[config.mk]
export PLATFORM = sky130hd
export DESIGN_NAME = predict_commit_ctrl
export DESIGN_NICKNAME = d
export VERILOG_FILES = /design/src/rtl/sudoku_ctrl_pkg.sv /design/src/rtl/ctrl_timeout_counter.sv /design/src/rtl/predict_commit_ctrl.sv
export SDC_FILE = /design/constraint.sdc
export NUM_CORES = 1
export LEC_CHECK = 0
export ABC_AREA = 1
export BUFFER_PORTS_ARGS = -buffer_cell sky130_fd_sc_hd__buf_2
export CAP_MARGIN = 5
export CORE_UTILIZATION = 46
export CTS_CLUSTER_DIAMETER = 40
export DETAILED_ROUTE_END_ITERATION = 8
export MAX_ROUTING_LAYER = met4
export PLACE_DENSITY = 0.78
export SYNTH_ARGS = -nofsm -noshare
export SYNTH_HDL_FRONTEND = slang
export SYNTH_SLANG_ARGS = --single-unit
export TNS_END_PERCENT = 100
[constraint.sdc]
create_clock -name clk -period 2.4 [get_ports clk]
set_input_delay 0.12 -clock clk [delete_from_list [all_inputs] [get_ports clk]]
set_output_delay 0.12 -clock clk [all_outputs]
set_load 0.005 [all_outputs]
[src/rtl/sudoku_ctrl_pkg.sv]
// rtl/sudoku_ctrl_pkg.sv - board constants, controller states and reject codes for digit entry
package sudoku_ctrl_pkg;

    localparam int BOARD_DIM = 9;
    localparam int CELLS     = 81;

    typedef enum logic [2:0] {
        IDLE,
        CHECK,
        PREDICT,
        WAIT,
        COMMIT,
        REJECT,
        CLEAR
    } ctrl_state_t;

    localparam logic [1:0] REJ_DIGIT   = 2'd0;
    localparam logic [1:0] REJ_RANGE   = 2'd1;
    localparam logic [1:0] REJ_FIXED   = 2'd2;
    localparam logic [1:0] REJ_TIMEOUT = 2'd3;

    function automatic logic coord_in_range(input logic [3:0] col, input logic [3:0] row);
        return (col < 4'(BOARD_DIM)) && (row < 4'(BOARD_DIM));
    endfunction

    // Only meaningful for in-range coordinates; callers gate on coord_in_range first.
    function automatic logic [6:0] cell_index(input logic [3:0] row, input logic [3:0] col);
        return 7'(row) * 7'(BOARD_DIM) + 7'(col);
    endfunction

endpackage

[src/rtl/ctrl_timeout_counter.sv]
// rtl/ctrl_timeout_counter.sv - predictor wait counter with clear, enable and expiry at TIMEOUT_CYCLES-1
module ctrl_timeout_counter #(
    parameter int TIMEOUT_CYCLES = 2000000,
    parameter int CNT_W          = $clog2(TIMEOUT_CYCLES + 1)
) (
    input  logic clk,
    input  logic rst_n,
    input  logic clear,
    input  logic enable,
    output logic expired
);

    localparam logic [CNT_W-1:0] LAST = CNT_W'(TIMEOUT_CYCLES - 1);

    logic [CNT_W-1:0] count;

    // Saturates at LAST so a stalled enable never wraps back into a fresh window.
    always_ff @(posedge clk) begin
        if (!rst_n) begin
            count <= '0;
        end else if (clear) begin
            count <= '0;
        end else if (enable && !expired) begin
            count <= count + CNT_W'(1);
        end
    end

    assign expired = (count == LAST);

endmodule

[src/rtl/predict_commit_ctrl.sv]
// rtl/predict_commit_ctrl.sv - stroke-to-solver digit entry sequencer; optional PENDING_SLOT_EN stroke buffer
module predict_commit_ctrl
    import sudoku_ctrl_pkg::*;
#(
    parameter int TIMEOUT_CYCLES = 2000000,
    parameter int CNT_W          = $clog2(TIMEOUT_CYCLES + 1)
) (
    input  logic             clk,
    input  logic             rst_n,
    input  logic             game_active,
    input  logic             draw_valid,
    input  logic [3:0]       block_x,
    input  logic [3:0]       block_y,
    input  logic [CELLS-1:0] cell_blank,
    output logic             pred_start,
    input  logic             pred_finish,
    input  logic [3:0]       pred_number,
    output logic             wr_en,
    output logic [3:0]       wr_row,
    output logic [3:0]       wr_col,
    output logic [3:0]       wr_data,
    output logic             track_clear,
    output logic             reject,
    output logic [1:0]       reject_code,
    output logic             busy
);

    ctrl_state_t state;
    logic [3:0]  lat_x;
    logic [3:0]  lat_y;
    logic        tmo_clear;
    logic        tmo_enable;
    logic        tmo_expired;
    logic        target_in_range;
    logic        target_blank;
    logic        digit_ok;

`ifdef PENDING_SLOT_EN
    logic       slot_full;
    logic [3:0] slot_x;
    logic [3:0] slot_y;
`endif

    assign tmo_clear  = (state == PREDICT);
    assign tmo_enable = (state == WAIT);
    assign digit_ok   = (pred_number != 4'd0) && (pred_number <= 4'd9);
    assign wr_row     = lat_y;
    assign wr_col     = lat_x;

    always_comb begin
        target_in_range = coord_in_range(lat_x, lat_y);
        target_blank    = 1'b0;
        if (target_in_range) begin
            target_blank = cell_blank[cell_index(lat_y, lat_x)];
        end
    end

    ctrl_timeout_counter #(
        .TIMEOUT_CYCLES(TIMEOUT_CYCLES),
        .CNT_W         (CNT_W)
    ) u_timeout (
        .clk    (clk),
        .rst_n  (rst_n),
        .clear  (tmo_clear),
        .enable (tmo_enable),
        .expired(tmo_expired)
    );

    always_ff @(posedge clk) begin
        if (!rst_n) begin
            state       <= IDLE;
            lat_x       <= '0;
            lat_y       <= '0;
            wr_data     <= '0;
            reject_code <= REJ_DIGIT;
            pred_start  <= 1'b0;
            wr_en       <= 1'b0;
            reject      <= 1'b0;
            track_clear <= 1'b0;
            busy        <= 1'b0;
`ifdef PENDING_SLOT_EN
            slot_full   <= 1'b0;
            slot_x      <= '0;
            slot_y      <= '0;
`endif
        end else begin
            pred_start  <= 1'b0;
            wr_en       <= 1'b0;
            reject      <= 1'b0;
            track_clear <= 1'b0;
`ifdef PENDING_SLOT_EN
            if (state != IDLE && draw_valid && game_active) begin
                slot_full <= 1'b1;
                slot_x    <= block_x;
                slot_y    <= block_y;
            end
`endif
            // Leaving the game aborts any attempt in flight; CLEAR is already the exit path.
            if (state != IDLE && state != CLEAR && !game_active) begin
                state       <= CLEAR;
                track_clear <= 1'b1;
`ifdef PENDING_SLOT_EN
                slot_full   <= 1'b0;
`endif
            end else begin
                case (state)
                    IDLE: begin
                        if (draw_valid && game_active) begin
                            lat_x <= block_x;
                            lat_y <= block_y;
                            state <= CHECK;
                            busy  <= 1'b1;
                        end
                    end
                    CHECK: begin
                        if (!target_in_range) begin
                            state       <= REJECT;
                            reject      <= 1'b1;
                            reject_code <= REJ_RANGE;
                        end else if (!target_blank) begin
                            state       <= REJECT;
                            reject      <= 1'b1;
                            reject_code <= REJ_FIXED;
                        end else begin
                            state      <= PREDICT;
                            pred_start <= 1'b1;
                        end
                    end
                    PREDICT: begin
                        state <= WAIT;
                    end
                    WAIT: begin
                        if (pred_finish) begin
                            if (digit_ok) begin
                                wr_data <= pred_number;
                                state   <= COMMIT;
                                wr_en   <= 1'b1;
                            end else begin
                                state       <= REJECT;
                                reject      <= 1'b1;
                                reject_code <= REJ_DIGIT;
                            end
                        end else if (tmo_expired) begin
                            state       <= REJECT;
                            reject      <= 1'b1;
                            reject_code <= REJ_TIMEOUT;
                        end
                    end
                    COMMIT, REJECT: begin
                        state       <= CLEAR;
                        track_clear <= 1'b1;
                    end
                    CLEAR: begin
`ifdef PENDING_SLOT_EN
                        // A stroke arriving in this very cycle is newer than the slot.
                        if (game_active && (draw_valid || slot_full)) begin
                            lat_x <= draw_valid ? block_x : slot_x;
                            lat_y <= draw_valid ? block_y : slot_y;
                            state <= CHECK;
                        end else begin
                            state <= IDLE;
                            busy  <= 1'b0;
                        end
                        slot_full <= 1'b0;
`else
                        state <= IDLE;
                        busy  <= 1'b0;
`endif
                    end
                    default: begin
                        state <= IDLE;
                        busy  <= 1'b0;
                    end
                endcase
            end
        end
    end

endmodule
==> results of run 1 <==
-- layer usage --
layer  global-route usage (%)  routed length, µm
met1                     31.0               3860
met2                     44.7               4500
met3                     4.81                402
met4                     6.21                111
met5                        -                  0
-- cells by family (layout without fill, tap and decap cells) --
group                      count (synthesis)  count (layout)  synth area share [%]
AOI/OAI and AO/OA                         60              60                  10.2
buffers and inverters                     71             194                  9.06
adders and majority gates                 15              15                  6.01
DFF                                       43              43                  26.5
and+or+nand+nor                          331             331                  45.0
xor gates and xnor gates                  11              11                  3.20
-- worst max-delay path, cell delays in order, from the launching register on --
cell and delay (ns):
dfxtp_2 0.34, ha_1 0.23, ha_4 0.19, fa_2 0.61
buf_4 0.15, nand3_1 0.11, nand3_1 0.10, nand3_1 0.08
nand3_1 0.07, nand2_1 0.05, nand2_1 0.07, nand2_2 0.08
nand2_4 0.09, nand2_4 0.06, nand2_2 0.07, nand2_1 0.05
nand2_1 0.06, nor2_2 0.03
-- cell usage after synthesis (2+ instances only) --
cell and instances:
nor2_1 50, inv_1 48, buf_4 3, nand3b_1 2
nand2_4 2, nand2_2 3, nor2_2 2, buf_2 12
inv_2 2, ha_1 14, a21oi_1 29, dfxtp_1 43
xnor2_1 2, nor3_1 12, nand4_1 9, o31ai_1 2
nor4_1 7, nand3_1 89, xor2_1 8, nor3b_1 2
or2_2 2, o21ai_0 24, nand2_1 149, clkbuf_1 3
-- power by group through the flow --
stage | sequential (W) | combinational (W) | clock, W
after floorplan | 0.000884 | 0.00145 | 0
after detailed placement | 0.000875 | 0.00206 | 0
after global routing | 0.000870 | 0.00237 | 0.000505
after global placement | 0.000872 | 0.00201 | 0
after CTS | 0.000859 | 0.00207 | 0.000476
final | 0.000860 | 0.00210 | 0.000458
-- layout make-up --
type | count | area share (%)
clock buffers | 6 | 1.72
clock inverters | 2 | 0.296
inverters | 51 | 4.64
multi-input cells | 417 | 51.6
flip-flops and latches | 43 | 20.5
well taps | 96 | 2.84
repair buffers | 135 | 18.4
-- worst min-delay path by stage --
stage	endpoint	slack [ns]	depth (start not counted)
final	wr_row[0]	0.04	3
after global routing	wr_row[0]	0.03	3
after CTS	wr_row[0]	0.03	3
after detailed placement	wr_row[0]	0.35	3
after global placement	wr_col[3]	0.35	3
after floorplan	wr_row[1]	0.25	2
-- timing repair --
action | CTS | global route
hold buffers | 0 | 0
setup endpoints to repair | 6 | 7
pin swaps | 1 | 3
cloned | 0 | 0
setup buffers | 0 | 1
resized for setup | 1 | 6
-- metrics by stage --
step | setup TNS, ns | cells | area [µm²] | hold slack (ns) | power [W]
final | -0.424 | 750 | 4230 | 0.0363 | 0.00341
after global routing | -1.22 | 750 | 4230 | 0.0319 | 0.00375
after CTS | -0.595 | 749 | 4200 | 0.0262 | 0.00340
after detailed placement | -0.645 | 741 | 4110 | 0.346 | 0.00293
after global placement | -0.203 | 741 | 4110 | 0.347 | 0.00288
after floorplan | 0 | 531 | 3330 | 0.254 | 0.00234
-- flip-flops by register name, indices dropped and copies added (netlist names) --
signal           cells
busy                 1
pred_start           1
reject               1
reject_code          2
state                3
track_clear          1
u_timeout.count     21
wr_col               4
wr_data              4
wr_en                1
wr_row               4
==> results.json, run 1 <==
{
  "final_common_cell": "nand2_1",
  "clock_sinks": 43,
  "cts_root_buffer": "clkbuf_8",
  "synthFlopType": "dfxtp_1",
  "overflow": 0,
  "worst_slack_ns": -0.147,
  "syn_area_um2": 3250,
  "setup_viol": 5,
  "fin_crit_sh_pct": 106,
  "ant_nets": 0,
  "min-delay-start": "block_y[0]",
  "p_seq_share_pct": 25.2,
  "async_flop_share_pct": 0,
  "dp_worst_setup_slack_ns": -0.179,
  "max-cap-violations": 0,
  "power_switching_w": 0.00155,
  "final_core_util_pct": 62.2,
  "grt_pass1_wl_um": 15100,
  "seqCellArea_um2": 868,
  "pwr_density_cell_nw_per_um2": 807,
  "post_drt_wl_per_cell_um": 11.8,
  "drt_drc_violations_left": 0,
  "hp-class": "primary input to flop",
  "num-fill-cells": 662,
  "die_height_um": 86.0,
  "switching_share_pct": 45.3,
  "p_int_w": 0.00187,
  "clkLatencyLatePin_ns": 0.30,
  "p_comb_share_pct": 61.4,
  "synth_area_leader_cell": "dfxtp_1",
  "r2r-end": "reject_code[1]",
  "r2r_slack_ns": -0.15,
  "finalHoldViolations": 0,
  "cts_buffer_depth": 2,
  "r2r-start": "wr_row[0]",
  "period_needed_ns": 2.55,
  "nets": 766,
  "die_w_um": 86.0,
  "ios": 117,
  "drive_gt1_share_pct": 26.1,
  "core_area_um2": 6790,
  "viasPerCell": 5.10,
  "dpl.hpwl_um": 7110,
  "cts_tree": "yes",
  "firstDrtPassIters": 4,
  "start_kind": "flop",
  "ys_seq_elements": 43,
  "drt-initial-drc-count": 142,
  "finalWirelength_um": 8870,
  "initial_utilization_pct": 47.8,
  "ys_warn_count": 0,
  "yosys.area.top_type_share_pct": 26.5,
  "die-area_um2": 7400,
  "row_count": 30,
  "required_ns": 2.61,
  "antenna_found_initial": 0,
  "grt_pass1_vias": 3579,
  "syn_nets": 644,
  "outcome": "finished, violations left",
  "clk_transition_reported_paths_ns": 0.08,
  "routed-via-count": 3827,
  "grtUsageTotal_pct": 25.8,
  "startpoint": "wr_row[0]",
  "htree_num_levels": 2,
  "synth_cells": 531,
  "synth_area_leaders": "dfxtp_1 (27%), nand2_1 (17%), nand3_1 (14%)",
  "final_cell_mix": "nand2_1 (148), buf_2 (116), nand3_1 (87)",
  "p_leak_nw": 2.07,
  "criticalPathCategory": "flop to flop",
  "grt_start_max_net_pins": 42,
  "ir_worst_vdd_mv": 0.668,
  "cp-end-kind": "flop",
  "portBuffers": 116,
  "cp_max_fo": 4,
  "rsz0062_at_grt": "true",
  "crit_end": "reject_code[1]",
  "skew_ns": 0.00710,
  "diodes": 0,
  "gp_congestion": 0.929,
  "violations": "negative setup slack",
  "yosysSeqAreaShare_pct": 26.5,
  "reg2reg_depth": 17,
  "crit_arrival_ns": 2.75,
  "slew_headroom_pct": 59.4,
  "area_delta_synth_final_pct": 30.3,
  "power_frac_clock_pct": 13.4,
  "avgSynthCellArea_um2": 6.11,
  "ys_types": 36,
  "tightest_slew_ns": 0.607,
  "fmax_mhz": 393,
  "cts_made_buffers": 5,
  "drv_slew": 0,
  "multi_input_area_um2": 2180,
  "synth_edf_count": 0
}
Note: power is estimated with default switching activity, not from simulation.
==> inputs of run 2 (changes only) <==
--- a/config.mk
+++ b/config.mk
@@ -6,13 +6,15 @@
 export NUM_CORES = 1
 export LEC_CHECK = 0
 export ABC_AREA = 1
+export ABC_CLOCK_PERIOD_IN_PS = 2400
 export BUFFER_PORTS_ARGS = -buffer_cell sky130_fd_sc_hd__buf_2
 export CAP_MARGIN = 5
-export CORE_UTILIZATION = 46
+export CORE_UTILIZATION = 47
+export CTS_BUF_LIST = sky130_fd_sc_hd__clkbuf_8
 export CTS_CLUSTER_DIAMETER = 40
 export DETAILED_ROUTE_END_ITERATION = 8
 export MAX_ROUTING_LAYER = met4
-export PLACE_DENSITY = 0.78
+export PLACE_DENSITY = 0.79
 export SYNTH_ARGS = -nofsm -noshare
 export SYNTH_HDL_FRONTEND = slang
 export SYNTH_SLANG_ARGS = --single-unit
==> results.json, run 2 (synthesized netlist as in run 1, its figures left out) <==
{
  "postLayoutCellArea_um2": 4420,
  "dpl.hpwl_um": 7230,
  "cp_slowest_cell": "fa_2",
  "clkLatencyLatePin_ns": 0.30,
  "die_w_um": 85.1,
  "portBuffers": 116,
  "ios": 117,
  "setup_viol": 7,
  "clock_sinks": 43,
  "clk_transition_reported_paths_ns": 0.08,
  "drt-initial-drc-count": 237,
  "cts_root_buffer": "clkbuf_8",
  "cts_tree": "yes",
  "largest-register": "u_timeout.count",
  "start_kind": "flop",
  "post_drt_wl_per_cell_um": 12.8,
  "cts_buffer_depth": 2,
  "met1_length_um": 3980,
  "viasPerCell": 5.31,
  "antenna_found_initial": 0,
  "crit_arrival_ns": 2.81,
  "fin_total_pwr_w": 0.00391,
  "fin_crit_sh_pct": 108,
  "slew_headroom_pct": 59.1,
  "seqCellArea_um2": 868,
  "overflow": 0,
  "place_area_um2": 4080,
  "grt_pass1_wl_um": 15600,
  "outcome": "finished, violations left",
  "num-fill-cells": 560,
  "skew_ns": 0.0138,
  "grt_pass1_vias": 3666,
  "htree_num_levels": 2,
  "diodes": 0,
  "met2_length_um": 4750,
  "drv_slew": 0,
  "hp-class": "primary input to flop",
  "final_cell_mix": "nand2_1 (145), buf_2 (116), nand3_1 (73)",
  "die_height_um": 85.1,
  "row_count": 29,
  "final_common_cell": "nand2_1",
  "cp_max_fo": 5,
  "grt_start_max_net_pins": 34,
  "cts_made_buffers": 5,
  "core_area_um2": 6490,
  "period_needed_ns": 2.60,
  "area_delta_synth_final_pct": 36.2,
  "fmax_mhz": 384,
  "criticalPathCategory": "flop to flop",
  "drive_gt1_share_pct": 30.1,
  "routed-via-count": 3918,
  "pwr_density_cell_nw_per_um2": 884,
  "p_leak_nw": 2.17,
  "nets": 773,
  "initial_utilization_pct": 50.0,
  "drt_drc_violations_left": 0,
  "rsz0062_at_grt": "true",
  "finalWirelength_um": 9450,
  "finalHoldViolations": 0,
  "worst_slack_ns": -0.203,
  "cpPeakStageDelay_ns": 0.70,
  "required_ns": 2.61,
  "ant_nets": 0,
  "wl_met3_um": 476,
  "violations": "negative setup slack",
  "tightest_slew_ns": 0.611,
  "die-area_um2": 7240,
  "firstDrtPassIters": 6,
  "crit_chain": "ha_4 -> ha_4 -> fa_2 -> buf_12 -> nand3_2 -> nand3_1 -> nand3_1 -> nand3_1 -> nand2_1 -> nand2_1 -> nand2_2 -> nand2_4 -> nand2_4 -> nand2_4 -> nand2_2 -> nand2_2 -> nor2_2",
  "holdWs_ns": 0.0436,
  "multi_input_area_um2": 2300,
  "largest_register_ffs": 21,
  "gp_congestion": 0.928,
  "top_layer": "met4",
  "max-cap-violations": 0,
  "cp-end-kind": "flop",
  "final_core_util_pct": 68.1,
  "ir_worst_vdd_mv": 0.653,
  "grtUsageTotal_pct": 27.0
}
[run 2: cell count changes in the layout (fill, tap and decap cells not counted), sizes merged]
| cell | delta |
|---|---|
| inv | +2 |
| clkinvlp | -1 |
| buf | +6 |
| clkbuf | -1 |
| clkinv | -1 |
| bufinv | +2 |
[run 2: layout make-up]
type                            instances  share of cell area [%]
Timing Repair inverter                  1                   0.141
Inverter                               51                    4.44
Tap cell                               77                    2.18
Clock inverter                          3                    1.44
Multi-Input combinational cell        417                    52.0
Timing Repair Buffer                  141                    18.6
Clock buffer                            5                    1.56
Sequential cell                        43                    19.6
[run 2: worst paths after layout]
path,endpoint,from,cells past startpoint,slack [ns]
worst max register to register,reject_code[1],wr_col[1],17,-0.20
worst min-delay path,wr_col[2],block_x[2],3,0.04
worst min register to register,busy,busy,2,0.48
worst max-delay path,reject_code[1],wr_col[1],17,-0.20
[run 2: what timing repair did]
| item | CTS | global route |
|---|---|---|
| hold buffers | 0 | 0 |
| pin swaps | 6 | 10 |
| endpoints found under the setup margin | 7 | 7 |
| buffers inserted | 3 | 3 |
| hold endpoints to repair | 0 | 0 |
| resized for setup | 8 | 25 |
| cloned | 1 | 0 |
[run 2: stage by stage]
stage / setup WS, ns / cells / setup TNS [ns]
floorplan: 0.000945 / 531 / 0
global placement: -0.0857 / 723 / -0.209
detailed placement: -0.196 / 723 / -0.790
CTS: -0.149 / 735 / -0.557
global route: -0.339 / 738 / -1.89
finish: -0.203 / 738 / -1.00
[run 2: where the power goes]
group	internal (W)	switching, W
combinational	0.000970	0.00141
clock	0.000412	0.000253
sequential	0.000801	0.0000617
[run 2: worst max-delay path, delay by kind of cell, from the launching register on]
kind / cells / cell delay, ns
adder cells (fa/ha/maj): 3 / 1.10
AND/OR/NAND/NOR: 13 / 0.90
flip-flops: 1 / 0.34
buffers and inverters: 1 / 0.16
[run 2: per-layer routing]
metal  vias up  global-route usage, %
met4         0                   8.94
met3        32                   4.67
li1       2010                      -
met1      1744                   31.9
met2       132                   46.5
met5         -                      -
